$ cat config.mk
export PLATFORM = sky130hd
export DESIGN_NAME = demux2_fifo
export DESIGN_NICKNAME = d
export VERILOG_FILES = /design/src/rtl/demux2_fifo.sv
export SDC_FILE = /design/constraint.sdc
export NUM_CORES = 1
export LEC_CHECK = 0
export CAP_MARGIN = 5
export CORE_MARGIN = 2
export CORE_UTILIZATION = 37
export CTS_CLUSTER_DIAMETER = 200
export DETAILED_ROUTE_END_ITERATION = 6
export PLACE_DENSITY_LB_ADDON = 0.08
export SYNTH_ARGS = -nofsm -noshare
export SYNTH_HDL_FRONTEND = slang
export SYNTH_SLANG_ARGS = --single-unit
$ cat constraint.sdc
create_clock -name clk -period 2.65 [get_ports clk]
set_input_delay 0.53 -clock clk [delete_from_list [all_inputs] [get_ports clk]]
set_output_delay 0.53 -clock clk [all_outputs]
set_load 0.05 [all_outputs]
$ cat src/rtl/demux2_fifo.sv
// demux2_fifo: 1-to-2 word router with a DEPTH-entry FIFO per output; DEMUX2_FIFO_COUNT_EN adds push counters.
// Latency: a word pushed into an empty FIFO is visible on o*_valid/o*_data one cycle later.
// Backpressure: in_ready reflects only the FIFO selected by control; a full FIFO refuses pushes even when popping.
module demux2_fifo #(
  parameter int WIDTH = 32,
  parameter int DEPTH = 2
) (
  input  logic             clk,
  input  logic             rst_n,
  input  logic             in_valid,
  output logic             in_ready,
  input  logic             control,
  input  logic [WIDTH-1:0] in_data,
  output logic             oa_valid,
  input  logic             oa_ready,
  output logic [WIDTH-1:0] oa_data,
  output logic             ob_valid,
  input  logic             ob_ready,
  output logic [WIDTH-1:0] ob_data,
  output logic [15:0]      cnt_a,
  output logic [15:0]      cnt_b
);

  localparam int AW = $clog2(DEPTH);

  logic [1:0]       full;
  logic [1:0]       vld;
  logic [1:0]       push;
  logic [1:0]       pop;
  logic [WIDTH-1:0] head [2];

  assign in_ready = control ? !full[1] : !full[0];
  assign push[0]  = in_valid && in_ready && !control;
  assign push[1]  = in_valid && in_ready && control;
  assign pop[0]   = vld[0] && oa_ready;
  assign pop[1]   = vld[1] && ob_ready;

  assign oa_valid = vld[0];
  assign oa_data  = head[0];
  assign ob_valid = vld[1];
  assign ob_data  = head[1];

  // Channel 0 feeds output A, channel 1 feeds output B.
  for (genvar i = 0; i < 2; i++) begin : g_ch
    logic [WIDTH-1:0] mem [DEPTH];
    logic [AW-1:0]    wr_ptr;
    logic [AW-1:0]    rd_ptr;
    logic [AW:0]      count;

    assign full[i] = (count == (AW+1)'(DEPTH));
    assign vld[i]  = (count != '0);
    assign head[i] = vld[i] ? mem[rd_ptr] : '0;

    // Storage is not reset; the empty state masks stale contents.
    always_ff @(posedge clk) begin
      if (push[i]) mem[wr_ptr] <= in_data;
    end

    always_ff @(posedge clk or negedge rst_n) begin
      if (!rst_n) begin
        wr_ptr <= '0;
        rd_ptr <= '0;
        count  <= '0;
      end else begin
        if (push[i]) wr_ptr <= wr_ptr + AW'(1);
        if (pop[i])  rd_ptr <= rd_ptr + AW'(1);
        if (push[i] && !pop[i])      count <= count + (AW+1)'(1);
        else if (!push[i] && pop[i]) count <= count - (AW+1)'(1);
      end
    end
  end

`ifdef DEMUX2_FIFO_COUNT_EN
  always_ff @(posedge clk or negedge rst_n) begin
    if (!rst_n) begin
      cnt_a <= '0;
      cnt_b <= '0;
    end else begin
      if (push[0]) cnt_a <= cnt_a + 16'd1;
      if (push[1]) cnt_b <= cnt_b + 16'd1;
    end
  end
`else
  assign cnt_a = '0;
  assign cnt_b = '0;
`endif

endmodule

==> impl_metrics.json, run 1 <==
{
  "synth_top_cell_by_area": "edfxtp_1",
  "cts_buffers": 17,
  "io_pins": 137,
  "clkPwrFrac": 0.257,
  "grt_overflow": 0,
  "clk_path_buf_depth": 2,
  "drive_gt1_frac": 0.263,
  "rows": 44,
  "path_buf_inv": 2,
  "netlist_area_sq_mm": 0.00551,
  "pre_cts_ws_ns": 0.491,
  "relSlewSlack": 0.657,
  "hold_path.class": "in2async",
  "drtAntennaViolNets": 0,
  "cts_tree": "built",
  "finalClockSkew_ns": 0.00499,
  "grt_pass1_vias": 3077,
  "vias_per_cell": 4.53,
  "synth_cell_type_count": 21,
  "clkSlewWorstSetupHoldPaths_ns": 0.06,
  "cp_cell_sequence": "nor2_4 > buf_12 > nor2_1 > buf_4",
  "combPwrFrac": 0.459,
  "initial_core_util": 0.379,
  "fin_crit_ns": 2.31,
  "maxSlewViolCount": 0,
  "grt_max_degree": 34,
  "start_kind": "flop",
  "synth_area_per_cell_sq_um": 16.2,
  "setup_tns_ns": 0,
  "final_common_cell": "edfxtp_1",
  "rsz0062_at_grt": "false",
  "die_area_sq_mm": 0.0159,
  "synth_top_area_share": 0.698,
  "dr.pass1.iters": 4,
  "path_delay_family": "simple AND/OR/NAND/NOR gates",
  "setup_ws_ns": 0.344,
  "pwr-share-seq": 0.283,
  "dieWidth_microns": 126,
  "mostFrequentLayoutCells": "128 x edfxtp_1, 76 x buf_4, 66 x nor2_1",
  "slowest_stage": "nor2_4",
  "p_sw_frac": 0.421,
  "die_height_microns": 126,
  "tightest_slew_ns": 0.514,
  "ys_ff_latch": 136,
  "async_flop_share": 0.0588,
  "fmax_ghz": 0.434,
  "drc": 0,
  "setup_viol": 0,
  "port_buffers": 104,
  "rrSetupSlack_ns": 0.77,
  "cp-end-kind": "primary output",
  "reg2regPathDepth": 7,
  "routabilityCongestion": 0.718,
  "synth_seq_area_share": 0.734,
  "ir_drop_mv": 0.656,
  "utilization": 0.496,
  "vias": 2983,
  "p_per_area_mw_per_mm2": 1400,
  "synth_top_flop_cell": "edfxtp_1",
  "timing.rr.start": "g_ch[1].count[1]",
  "grt_pass1_wl_mm": 17.1,
  "grt_use_total": 0.145,
  "critPathKind": "reg2out",
  "area_delta_synth_final_pct": 30.8,
  "finalWirelength_mm": 11.0,
  "p_leak_nw": 2.88,
  "synth_cells": 341,
  "cp.arrival_ns": 1.78,
  "wire_per_inst_microns": 16.8,
  "hold_buffers": 0,
  "switchingPower_w": 0.00426,
  "drv_cap": 0,
  "ys_warn_count": 0,
  "insertedDiodeCount": 0,
  "cts-htree-levels": 4,
  "finalCritPeriodShare": 0.870,
  "post_cts_resized": 0,
  "nNetsFinal": 502,
  "core-area_sq_mm": 0.0145,
  "drt_iter0_drc": 133,
  "hold_viol_final": 0,
  "hpwl_mm": 7.18,
  "synth_edf_count": 128,
  "critPathMaxFanout": 18,
  "fillCellCount": 1233,
  "crit_path_max_incr_delay_ns": 0.45,
  "cts_setup_buffers": 0,
  "clk_latency_ns": 0.41,
  "status": "completed",
  "ctsRootBufferMaster": "clkbuf_16",
  "antenna_found_initial": 0,
  "synth.area.top_cells": "edfxtp_1 70%, mux2i_1 12%, buf_4 4.6%",
  "internal_power_w": 0.00586,
  "crit_required_ns": 2.12,
  "rr_endpoint": "g_ch[1].count[1]",
  "clkSinkCount": 136
}
## registers in the layout (all words and copies together), names as in the netlist
name and flops:
g_ch.mem 128, g_ch.count 4, g_ch.rd_ptr 2, g_ch.wr_ptr 2
## worst max path at each step
| stage | startpoint | slack, ns | endpoint | cells after the start |
|---|---|---|---|---|
| detailed placement | control | 0.49 | g_ch[0].mem[1][27] | 5 |
| CTS | g_ch[1].count[1] | 0.27 | ob_data[13] | 4 |
| global route | g_ch[1].count[0] | 0.22 | ob_data[30] | 4 |
| floorplan | control | 0.09 | g_ch[0].mem[0][0] | 2 |
| finish | g_ch[1].count[1] | 0.34 | ob_data[14] | 4 |
| global placement | control | 0.50 | g_ch[0].mem[1][23] | 5 |
## per-layer routing
layer	up-vias	global-route usage	share of wire
met4	0	0.0646	0.012
met3	14	0.0446	0.057
met2	94	0.230	0.49
met1	1472	0.186	0.44
li1	1403	-	-
met5	-	0	0
## cell families (layout without fill, tap and decap cells)
| group | Yosys count | count (layout) | synth area share |
|---|---|---|---|
| and+or+nand+nor | 78 | 78 | 0.0593 |
| muxes | 65 | 65 | 0.118 |
| xor gates and xnor gates | 10 | 10 | 0.0173 |
| DFF | 136 | 136 | 0.734 |
| buffers and inverters | 49 | 152 | 0.0661 |
| other | 1 | 32 | 0.000681 |
| adders and majority gates | 2 | 2 | 0.00454 |
## worst register-to-register path: cells and delay by family (launching register included)
kind | cells | cell delay [ns]
fa+ha+maj | 1 | 0.26
simple gates | 3 | 0.69
flops | 1 | 0.42
buf+inv | 2 | 0.29
xor+xnor | 1 | 0.15
## cells in the mapped netlist, types with 2 or more instances
master      n
edfxtp_1  128
nor2_1     67
mux2i_1    64
buf_4      34
dfrtp_1     8
buf_2       6
buf_6       6
xnor2_1     5
xor2_1      4
inv_2       3
and2_1      2
ha_1        2
nand2_1     2
nand2b_1    2
nor2_2      2
## through the flow
stage	power [W]	std cells	area, sq um	hold slack [ns]
2_1_floorplan	0.00623	372	5630	0.234
6_report	0.0101	659	7210	0.398
4_1_cts	0.0103	659	7210	0.390
3_5_place_dp	0.00763	627	6550	0.539
5_1_grt	0.0105	659	7210	0.416
3_3_place_gp	0.00761	627	6550	0.505
## cell type report
cell class,count,area [sq um],area share
flip-flops and latches,136,4050,0.561
repair buffers,117,1020,0.142
multi-input cells,187,1240,0.172
well taps,184,230,0.0319
clock buffers,18,429,0.0595
clock inverters,14,229,0.0318
inverters,3,11.3,0.00156
## power groups by stage
stage	combinational, W	clock (W)	sequential (W)
finish	0.00465	0.00260	0.00287
global route	0.00491	0.00274	0.00290
CTS	0.00473	0.00267	0.00287
detailed placement	0.00472	0	0.00291
global placement	0.00471	0	0.00290
floorplan	0.00340	0	0.00283
No activity file was read; power rests on OpenSTA's default activity.
==> run 2, diff against run 1 <==
DONT_BUFFER_PORTS = 1   (was not set)
==> impl_metrics.json, run 2 (synthesis results as in run 1) <==
{
  "largest_reg_flops": 128,
  "final_common_cell": "edfxtp_1",
  "finalWirelength_mm": 10.8,
  "fin_crit_ns": 2.33,
  "hpwl_mm": 7.11,
  "mostFrequentLayoutCells": "128 x edfxtp_1, 70 x buf_4, 66 x nor2_1",
  "setup_viol": 0,
  "io_pins": 137,
  "cp_cell_sequence": "buf_12 > mux2i_1 > nor2_1 > buf_4",
  "ctsRootBufferMaster": "clkbuf_16",
  "hold_viol_final": 0,
  "relSlewSlack": 0.589,
  "dieWidth_microns": 126,
  "rsz0062_at_grt": "false",
  "grt_overflow": 0,
  "insertedDiodeCount": 0,
  "drive_gt1_frac": 0.264,
  "rows": 44,
  "vias_per_cell": 4.48,
  "grt_use_total": 0.141,
  "cts_buffers": 17,
  "cts-htree-levels": 4,
  "die_area_sq_mm": 0.0159,
  "grt_pass1_wl_mm": 16.5,
  "grt_max_degree": 28,
  "wire_per_inst_microns": 17.4,
  "grt_pass1_vias": 2858,
  "die_height_microns": 126,
  "finalCritPeriodShare": 0.878,
  "drtAntennaViolNets": 0,
  "finalClockSkew_ns": 0.0114,
  "reg_top3": "g_ch.mem (128), g_ch.count (4)",
  "nNetsFinal": 462,
  "antenna_found_initial": 0,
  "path_buf_inv": 2,
  "cp.arrival_ns": 1.80,
  "clkSlewWorstSetupHoldPaths_ns": 0.05,
  "critPathMaxFanout": 24,
  "drt_iter0_drc": 154,
  "clkSinkCount": 136,
  "slowest_stage": "dfrtp_2",
  "port_buffers": 0,
  "core-area_sq_mm": 0.0145,
  "crit_path_max_incr_delay_ns": 0.58,
  "drc": 0,
  "crit_required_ns": 2.12,
  "tightest_slew_ns": 0.614,
  "post_cts_resized": 0,
  "maxSlewViolCount": 0,
  "clk_latency_ns": 0.41,
  "area_delta_synth_final_pct": 22.1,
  "initial_core_util": 0.379,
  "cts_tree": "built",
  "dr.pass1.iters": 4,
  "clk_path_buf_depth": 2,
  "routabilityCongestion": 0.699,
  "fillCellCount": 1310,
  "critPathKind": "reg2out",
  "cp-end-kind": "primary output",
  "drv_cap": 0,
  "path_delay_family": "flip-flops",
  "start_kind": "flop",
  "largest_register": "g_ch.mem",
  "fmax_ghz": 0.430,
  "setup_tns_ns": 0,
  "hold_path.class": "in2reg",
  "status": "completed",
  "vias": 2771
}
## run 2: area by class of cell
type / count / area (sq um) / area share
flip-flops and latches: 136 / 4050 / 0.601
multi-input cells: 187 / 1240 / 0.184
repair buffers: 77 / 656 / 0.0975
clock buffers: 28 / 497 / 0.0738
well taps: 184 / 230 / 0.0342
clock inverters: 4 / 47.5 / 0.00707
inverters: 3 / 11.3 / 0.00167
## run 2: worst paths after layout
| path | start | slack, ns | to | cells past startpoint |
|---|---|---|---|---|
| worst max-delay path | g_ch[0].rd_ptr | 0.32 | oa_data[21] | 4 |
| worst min-delay path | in_data[25] | 0.21 | g_ch[0].mem[1][25] | 0 |
| worst max register to register | g_ch[0].count[0] | 0.77 | g_ch[0].mem[0][12] | 4 |
| worst min register to register | g_ch[1].wr_ptr | 0.51 | g_ch[1].wr_ptr | 1 |
| max in group asynchronous | rst_n | 1.85 | g_ch[1].rd_ptr | 1 |
| min in group asynchronous | rst_n | 0.49 | g_ch[0].count[0] | 1 |
## run 2: per-stage QoR
step | hold WS (ns) | setup WS (ns) | std cells | utilization | area [sq um]
detailed placement | 0.235 | 0.715 | 586 | 0.425 | 6170
global route | 0.183 | 0.191 | 619 | 0.463 | 6730
CTS | 0.194 | 0.257 | 619 | 0.463 | 6730
floorplan | 0.234 | 0.0934 | 372 | - | 5630
global placement | 0.235 | 0.743 | 586 | 0.425 | 6170
finish | 0.214 | 0.322 | 619 | 0.463 | 6730
## run 2: layer usage
metal  global-route usage  part of all wire  vias up
li1                     -                 -     1316
met1                0.174              0.44     1351
met2                0.220              0.48       94
met3               0.0671             0.076       10
met4               0.0465            0.0071        0
met5                    0                 0        -
## run 2: repair_timing
action | CTS | global route
endpoints found under the hold margin | 8 | 0
setup buffers | 0 | 0
hold buffers | 1 | 0
Power of run 2 is not shown: default switching activity piles up to over one toggle a cycle in this logic, so the estimate is an artifact.
